===== src/rtl/muldiv_seq.sv =====
// muldiv_seq: iterative MIPS multiply/divide unit owning the HI/LO pair.
// MULT/MULTU use shift-add, DIV/DIVU use restoring shift-subtract, one bit per
// cycle. Sign handling is done on magnitudes and corrected in a final FIX cycle.
// Optional build macro MULDIV_DIVZERO_FAST_EN: divide-by-zero skips the
// iterations and an extra DivZero pulse output is provided.
module muldiv_seq #(
    parameter int WIDTH = 32
) (
    input  logic             clk,
    input  logic             reset,
    input  logic             Start,
    input  logic [1:0]       Op,
    input  logic [WIDTH-1:0] A,
    input  logic [WIDTH-1:0] B,
    input  logic             HIWrite,
    input  logic             LOWrite,
    input  logic [WIDTH-1:0] WData,
    output logic             Busy,
    output logic             Done,
    output logic [WIDTH-1:0] HI,
    output logic [WIDTH-1:0] LO
`ifdef MULDIV_DIVZERO_FAST_EN
    ,
    output logic             DivZero
`endif
);

    localparam int CW = $clog2(WIDTH + 1);

    typedef enum logic [1:0] {
        IDLE = 2'd0,
        PREP = 2'd1,
        ITER = 2'd2,
        FIX  = 2'd3
    } state_t;

    state_t             state_r, state_n;
    logic               busy_r, done_r;
    logic [1:0]         op_r;
    logic [WIDTH-1:0]   a_r, b_r;          // operands exactly as issued
    logic [WIDTH-1:0]   mag_r;             // multiplicand or divisor magnitude
    logic [WIDTH-1:0]   acc_r;             // product high half / partial remainder
    logic [WIDTH-1:0]   work_r;            // multiplier bits / dividend -> quotient
    logic [CW-1:0]      cnt_r;
    logic               neg_q_r, neg_r_r;
    logic [WIDTH-1:0]   hi_r, lo_r;
`ifdef MULDIV_DIVZERO_FAST_EN
    logic               divzero_r;
`endif

    logic               is_div_s, is_signed_s, a_neg_s, b_neg_s, b_zero_s;
    logic [WIDTH-1:0]   a_mag_s, b_mag_s;
    logic [WIDTH:0]     add_s, shifted_s;
    logic               ge_s;
    logic [WIDTH-1:0]   sub_s;
    logic [2*WIDTH-1:0] prod_s, prod_fix_s;
    logic [WIDTH-1:0]   fix_hi_s, fix_lo_s;

    assign is_div_s    = op_r[1];
    assign is_signed_s = ~op_r[0];
    assign a_neg_s     = is_signed_s & a_r[WIDTH-1];
    assign b_neg_s     = is_signed_s & b_r[WIDTH-1];
    assign a_mag_s     = a_neg_s ? (-a_r) : a_r;
    assign b_mag_s     = b_neg_s ? (-b_r) : b_r;
    assign b_zero_s    = (b_r == {WIDTH{1'b0}});

    // One multiply step adds the multiplicand when the current multiplier bit
    // is set; the WIDTH+1 result carries into the shifted-down product.
    assign add_s       = {1'b0, acc_r} + (work_r[0] ? {1'b0, mag_r} : {(WIDTH+1){1'b0}});
    // One divide step brings the next dividend bit into the partial remainder.
    assign shifted_s   = {acc_r, work_r[WIDTH-1]};
    assign ge_s        = (shifted_s >= {1'b0, mag_r});
    // Only used when ge_s holds, so the difference is below the divisor.
    assign sub_s       = shifted_s[WIDTH-1:0] - mag_r;

    assign prod_s      = {acc_r, work_r};
    assign prod_fix_s  = neg_q_r ? (-prod_s) : prod_s;

    // Final sign correction and MIPS divide-by-zero result selection.
    always_comb begin
        fix_hi_s = prod_fix_s[2*WIDTH-1:WIDTH];
        fix_lo_s = prod_fix_s[WIDTH-1:0];
        if (!is_div_s) begin
            fix_hi_s = prod_fix_s[2*WIDTH-1:WIDTH];
            fix_lo_s = prod_fix_s[WIDTH-1:0];
        end else if (b_zero_s) begin
            fix_hi_s = a_r;
            fix_lo_s = {WIDTH{1'b1}};
        end else begin
            fix_hi_s = neg_r_r ? (-acc_r) : acc_r;
            fix_lo_s = neg_q_r ? (-work_r) : work_r;
        end
    end

    // Next-state logic for the sequencer.
    always_comb begin
        state_n = state_r;
        case (state_r)
            IDLE: begin
                if (Start) state_n = PREP;
                else       state_n = IDLE;
            end
            PREP: begin
`ifdef MULDIV_DIVZERO_FAST_EN
                if (is_div_s && b_zero_s) state_n = FIX;
                else                      state_n = ITER;
`else
                state_n = ITER;
`endif
            end
            ITER: begin
                if (cnt_r == CW'(1)) state_n = FIX;
                else                 state_n = ITER;
            end
            FIX:     state_n = IDLE;
            default: state_n = IDLE;
        endcase
    end

    // State register and registered Busy flag.
    always_ff @(posedge clk or negedge reset) begin
        if (!reset) begin
            state_r <= IDLE;
            busy_r  <= 1'b0;
        end else begin
            state_r <= state_n;
            busy_r  <= (state_n != IDLE);
        end
    end

    // Operand capture, iteration datapath and HI/LO register updates.
    always_ff @(posedge clk or negedge reset) begin
        if (!reset) begin
            op_r      <= 2'd0;
            a_r       <= {WIDTH{1'b0}};
            b_r       <= {WIDTH{1'b0}};
            mag_r     <= {WIDTH{1'b0}};
            acc_r     <= {WIDTH{1'b0}};
            work_r    <= {WIDTH{1'b0}};
            cnt_r     <= {CW{1'b0}};
            neg_q_r   <= 1'b0;
            neg_r_r   <= 1'b0;
            hi_r      <= {WIDTH{1'b0}};
            lo_r      <= {WIDTH{1'b0}};
            done_r    <= 1'b0;
`ifdef MULDIV_DIVZERO_FAST_EN
            divzero_r <= 1'b0;
`endif
        end else begin
            done_r    <= 1'b0;
`ifdef MULDIV_DIVZERO_FAST_EN
            divzero_r <= 1'b0;
`endif
            case (state_r)
                IDLE: begin
                    if (Start) begin
                        // An accepted Start drops any same-cycle MTHI/MTLO.
                        op_r <= Op;
                        a_r  <= A;
                        b_r  <= B;
                    end else begin
                        if (HIWrite) hi_r <= WData;
                        if (LOWrite) lo_r <= WData;
                    end
                end
                PREP: begin
                    acc_r   <= {WIDTH{1'b0}};
                    cnt_r   <= CW'(WIDTH);
                    neg_q_r <= a_neg_s ^ b_neg_s;
                    neg_r_r <= a_neg_s;
                    if (is_div_s) begin
                        work_r <= a_mag_s;
                        mag_r  <= b_mag_s;
                    end else begin
                        work_r <= b_mag_s;
                        mag_r  <= a_mag_s;
                    end
                end
                ITER: begin
                    cnt_r <= cnt_r - CW'(1);
                    if (!is_div_s) begin
                        acc_r  <= add_s[WIDTH:1];
                        work_r <= {add_s[0], work_r[WIDTH-1:1]};
                    end else if (ge_s) begin
                        acc_r  <= sub_s;
                        work_r <= {work_r[WIDTH-2:0], 1'b1};
                    end else begin
                        acc_r  <= shifted_s[WIDTH-1:0];
                        work_r <= {work_r[WIDTH-2:0], 1'b0};
                    end
                end
                FIX: begin
                    hi_r   <= fix_hi_s;
                    lo_r   <= fix_lo_s;
                    done_r <= 1'b1;
`ifdef MULDIV_DIVZERO_FAST_EN
                    divzero_r <= is_div_s & b_zero_s;
`endif
                end
                default: begin
                    done_r <= 1'b0;
                end
            endcase
        end
    end

    assign Busy = busy_r;
    assign Done = done_r;
    assign HI   = hi_r;
    assign LO   = lo_r;
`ifdef MULDIV_DIVZERO_FAST_EN
    assign DivZero = divzero_r;
`endif

endmodule


===== config.mk =====
export PLATFORM = sky130hd
export DESIGN_NAME = muldiv_seq
export DESIGN_NICKNAME = d
export VERILOG_FILES = /design/src/rtl/muldiv_seq.sv
export SDC_FILE = /design/constraint.sdc
export NUM_CORES = 1
export LEC_CHECK = 0
export BUFFER_PORTS_ARGS = -buffer_cell sky130_fd_sc_hd__buf_2
export CORE_AREA = 2 2 206 208
export CTS_CLUSTER_DIAMETER = 30
export CTS_CLUSTER_SIZE = 40
export DETAILED_ROUTE_END_ITERATION = 8
export DIE_AREA = 0 0 208 210
export PLACE_DENSITY = 0.73
export SYNTH_ARGS = -nofsm -noshare
export SYNTH_HDL_FRONTEND = slang
export SYNTH_SLANG_ARGS = --single-unit

===== constraint.sdc =====
create_clock -name clk -period 4.5 [get_ports clk]
set_clock_uncertainty 0.1 [all_clocks]
set_input_delay 0 -clock clk [delete_from_list [all_inputs] [get_ports clk]]
set_output_delay 0 -clock clk [all_outputs]
set_load 0.02 [all_outputs]

* Word level (Yosys, flattened, before mapping)
Cells that the tools add are included.
** Operators by class
- Add/subtract/negate cells :: 8
- Order comparisons :: 1
- Eq/ne operators :: 7
- Muxes and demuxes :: 29
- Bitwise gates (word level) :: 4
- Reductions and logical operators :: 8
** Operator list (number)
- $mux W32 :: 18
- $pmux W32 S2 :: 4
- $neg A32 Y32 :: 4
- $mux W64 :: 1
- $neg A64 Y64 :: 1
- $add A32 B32 Y33 :: 1
- $ge A33 B32 Y1 :: 1
- $logic_not A32 Y1 :: 1
- $sub A32 B32 Y32 :: 1
- $pmux W6 S2 :: 1
- $pmux W2 S4 :: 1
- $eq A6 B1 Y1 const B :: 1
- $ne A2 B2 Y1 const B :: 3
- $reduce_and A3 Y1 :: 2
- $reduce_bool A2 Y1 :: 3
- $sub A6 B1 Y6 const B :: 1
- $eq A2 B2 Y1 const B :: 2
- $mux W1 :: 4
- $and A1 B1 Y1 :: 2
- $eq A2 B1 Y1 const B :: 1
- $logic_not A2 Y1 :: 1
- $reduce_and A2 Y1 :: 1
- $not A1 Y1 :: 1
- $xor A1 B1 Y1 :: 1
** Word-level totals
- Register bits :: 238
- Bits of input ports :: 103
- Output and inout port bits :: 66

* Depth between registers and ports, before layout
- Depth in word-level cells :: 5
- Depth in mapped cells :: 13
- Depth with buffers taken out :: 13

* Worst setup path after synthesis
No wires, ideal clock.
- Kind :: register -> register
- From :: register work_r[13]
- To :: register hi_r[3], in the netlist HI[3]
- Arrival :: 3.252 ns
- Required time :: 4.277 ns
- Slack :: 1.024 ns
- Stages on the path, launching flop included :: 10
- Path buffers :: 1
- Clock period less this slack :: 3.476 ns
- Cells stage by stage :: dfrtp_1 > or4_4 > or4_4 > or4_4 > buf_6 > or4b_4 > o311a_1 > a41o_1 > o21ai_1 > a21oi_1
** On the way
- Longest elaborated chain between the ends :: 4
** Ends and longest elaborated chain
- from (decl) :: RTL line 43 : logic [WIDTH-1:0] work_r;
- from (signal assigned) :: RTL line 139 : work_r <= {WIDTH{1'b0}};
- from (signal assigned) :: RTL line 172 : work_r <= a_mag_s;
- from (signal assigned) :: RTL line 175 : work_r <= b_mag_s;
- $neg A64 Y64 :: RTL line 77 : assign prod_fix_s = neg_q_r ? (-prod_s) : prod_s;
- $mux W64 :: RTL line 77
- $mux W32 :: RTL line 83 : if (!is_div_s) begin
- $pmux W32 S2 :: RTL line 154 : case (state_r)
- to (signal assigned) :: RTL line 143 : hi_r <= {WIDTH{1'b0}};
- to (signal assigned) :: RTL line 162 : if (HIWrite) hi_r <= WData;
- to (signal assigned) :: RTL line 193 : hi_r <= fix_hi_s;
- to (decl) :: RTL line 46 : logic [WIDTH-1:0] hi_r, lo_r;
No other way between the ends.
A chain may end at the register's enable or synchronous reset.

* Worst setup path in the final report
- From :: register b_r[16]
- To :: register hi_r[8], in the netlist HI[8]
** On the way
- Longest elaborated chain between the ends :: 4
** Ends and longest elaborated chain
- from (decl) :: RTL line 40 : logic [WIDTH-1:0] a_r, b_r;
- from (signal assigned) :: RTL line 136 : b_r <= {WIDTH{1'b0}};
- $logic_not A32 Y1 :: RTL line 65 : assign b_zero_s = (b_r == {WIDTH{1'b0}});
- $mux W32 :: RTL line 86 : end else if (b_zero_s) begin
- $mux W32 :: RTL line 83
- $pmux W32 S2 :: RTL line 154
No other way between the ends.

==> impl_metrics.yaml <==
setup_path:
  worstSetupEndpointType: "flip-flop"
  cp_cell_sequence: "nor4_1, nand4bb_1, or4_1, buf_4, nand2_1, o211ai_1, o211ai_1, o21ai_0, a21oi_1, dlygate4sd3_1"
  crit_top_cell: "o211ai_1"
  cp-start-kind: "flip-flop"
  criticalPathCategory: "flip-flop to flip-flop"
  critPathMaxFanout: 18
  rrSetupSlack_ns: 0.46
  worstPathArrival_ns: 4.47
  max_stage_delay_ns: 0.96
  crit_required_ns: 4.93
  cp_slowest_cell: "or4_1"
placement:
  place.gp.congestion: 1.05
  post-dp-hpwl_um: 53700
  placedCellCount: 2836
  io_buffers: 168
timing:
  drv_slew: 0
  period_needed_ns: 4.04
  fin_tns_setup_ns: 0
  fmax_mhz: 248
  min_period_over_period_pct: 89.7
  setup_viol: 0
  finalHoldViolCount: 4
  hold_ws_ns: -0.00952
  rsz0062_at_grt: "no"
  worstMarginPinSlew_ns: 1.30
  relSlewSlack_pct: 12.5
detailed_routing:
  dr.pass1.iters: 6
  viasPerCell: 6.28
  wl_per_cell_um: 24.3
  num_vias: 19200
  drtAntennaViolNets: 0
  drt_iter0_markers: 2330
  drc_errors: 0
  wl_um: 74300
synth:
  syn_inst: 2220
  ys_seq_area_share_pct: 32.2
  netlist_top_cells_area: "dfrtp_1, xnor2_1, mux2_2"
  synth_top_area_share_pct: 32.2
  synth_warnings: 0
  synth_common_cells: "nor2_1, dfrtp_1, nand2_1"
  synth-main-ff-cell: "dfrtp_1"
  synth-seq-cells: 238
  synth_fp_nets: 2399
  syn_area_um2: 18500
  async_reset_ff_share_pct: 100
  synth_most_common_cell: "nor2_1"
  synth_cell_types: 77
  synth_area_leader_cell: "dfrtp_1"
  synth_edf_count: 0
  syn_area_per_cell_um2: 8.34
pwr:
  p_leak_nw: 10.1
  peakVddDrop_mv: 0.450
  powerDensity_nw_per_um2: 930
global_route:
  grt_util_all_layers_pct: 33.4
  grt_pass1_vias: 18500
  antenna_found_initial: 0
  met1_usage_pct: 44.5
  top_usage_layer: "met2"
  grt_pass1_wl_um: 112000
  met3_usage_pct: 7.84
  grt_max_degree: 121
  grt-ovfl-total: 0
  grt_use_met2_pct: 50.6
run_status:
  violations: "hold timing"
  status: "finished, violations left"
clock_network:
  path_clk_slew_ns: 0.05
  cts.htree.levels: 2
  tritoncts: "done"
  clockBufferDepth: 3
  cts_sinks: 238
  clk_latency_ns: 0.61
  numCtsBuffers: 58
  clockRootBuffer: "clkbuf_16"
floorplanning:
  die_area_um2: 43700
  die_x_um: 208
  initial_core_util_pct: 44.6
  die_y_um: 210
  ios: 169
  rows: 75
  coreArea_um2: 41500
finish:
  synthToLayoutAreaGrowth_pct: 25.7
  drive_gt1_share_pct: 18.2
  nets: 2645
  final_cell_count_no_fill: 3053
  diodes: 0
job:
  maxCapViolCount: 0
hold_path:
  hp-class: "input pin to asynchronous set/reset pin"
-- final cells by class --
| class | count | area (µm²) |
|---|---|---|
| clock buffer | 74 | 1690 |
| clock inverter | 34 | 527 |
| timing repair buffer | 331 | 2370 |
| fill | 3722 | 18200 |
| multi-input combinational | 1759 | 11800 |
| sequential | 238 | 5960 |
| tap | 539 | 674 |
| inverter | 78 | 293 |
-- path summary, 6_finish.rpt --
| kind | start | cells after the start | endpoint |
|---|---|---|---|
| max in group asynchronous | reset | 3 | HI[24] |
| max reg2reg | b_r[16] | 10 | HI[8] |
| min | reset | 2 | b_r[27] |
| min in group clk | A[17] | 3 | a_r[17] |
| min reg2reg | LO[17] | 2 | LO[17] |
| max | b_r[16] | 10 | HI[8] |
-- report_power, final --
group | internal, W | total, W | leakage, nW | switching (W)
Sequential | 0.00317 | 0.00476 | 2.88 | 0.00159
Combinational | 0.00467 | 0.0122 | 6.19 | 0.00748
Clock | 0.00332 | 0.00471 | 1.07 | 0.00140
Total | 0.0112 | 0.0216 | 10.1 | 0.0105
-- flip-flops by register name, indices dropped and copies added, names as in the netlist --
| register | count |
|---|---|
| HI | 32 |
| LO | 32 |
| a_r | 32 |
| acc_r | 32 |
| b_r | 32 |
| mag_r | 32 |
| work_r | 32 |
| cnt_r | 6 |
| op_r | 2 |
| state_r | 2 |
| Busy | 1 |
| Done | 1 |
| neg_q_r | 1 |
| neg_r_r | 1 |
-- stage by stage --
step / power [W] / instance area, µm² / util [%] / setup WS, ns
final: 0.0216 / 23300 / 56.1 / 0.463
after global routing: 0.0227 / 23300 / 56.1 / 0.208
after floorplan: 0.0124 / 18500 / - / 1.02
after global placement: 0.0161 / 20000 / 48.1 / 0.760
after CTS: 0.0212 / 23300 / 56.1 / 0.574
after detailed placement: 0.0163 / 20000 / 48.1 / 0.719
-- placed cells by master (no fill, tap or decap), types with 9 or more instances in the layout --
cell type	n
clkbuf_16	61
or4_1	13
dlygate4sd3_1	109
or2_2	13
nor2_1	241
a211oi_1	33
nand2_1	203
nor3_1	41
o41ai_1	16
buf_4	52
xor2_1	77
xnor2_1	117
o31ai_1	30
o21bai_1	12
o22a_1	9
ha_1	71
o21ai_0	190
or3_1	37
mux2_2	87
a21o_1	37
o211ai_1	24
nor4_1	17
bufinv_16	12
nand2b_1	15
nor2b_1	12
o221ai_1	10
dfrtp_1	237
mux4_2	11
nand3_1	27
mux2i_1	49
o22ai_1	34
buf_2	167
a21oi_1	172
inv_1	75
nand4_1	14
clkbuf_8	11
a31oi_1	19
o21a_1	9
-- worst max-delay path, delay by kind of cell (launching register included) --
| kind | cells | cell delay [ns] |
|---|---|---|
| AND/OR/NAND/NOR | 4 | 1.87 |
| buffers and inverters | 2 | 0.93 |
| AO/OA/AOI/OAI | 4 | 0.62 |
| flip-flops | 1 | 0.42 |
-- cells by family (layout without fill, tap and decap cells) --
logic type | count (synthesis) | count (layout) | share of synthesized area (%)
xor gates and xnor gates | 194 | 194 | 9.18
AOI/OAI and AO/OA | 676 | 676 | 23.1
adders and majority gates | 76 | 76 | 5.22
muxes | 148 | 148 | 9.42
buffers and inverters | 223 | 517 | 4.57
DFF | 238 | 238 | 32.2
and+or+nand+nor | 665 | 665 | 16.4
-- routing by layer --
layer	share of wire [%]	up-vias	wire length (µm)
li1	-	8549	-
met1	41	9264	30200
met2	43	1136	32000
met3	11	225	7920
met4	5.5	0	4110
met5	0	-	0
-- what timing repair did --
| item | in CTS | in global routing |
|---|---|---|
| endpoints found under the hold margin | 248 | 0 |
| hold buffers | 109 | 0 |
| resized for setup | 0 | 0 |
| endpoints found under the setup margin | 0 | 0 |
| setup buffers | 0 | 0 |
No activity file was read; power rests on OpenSTA's default activity.
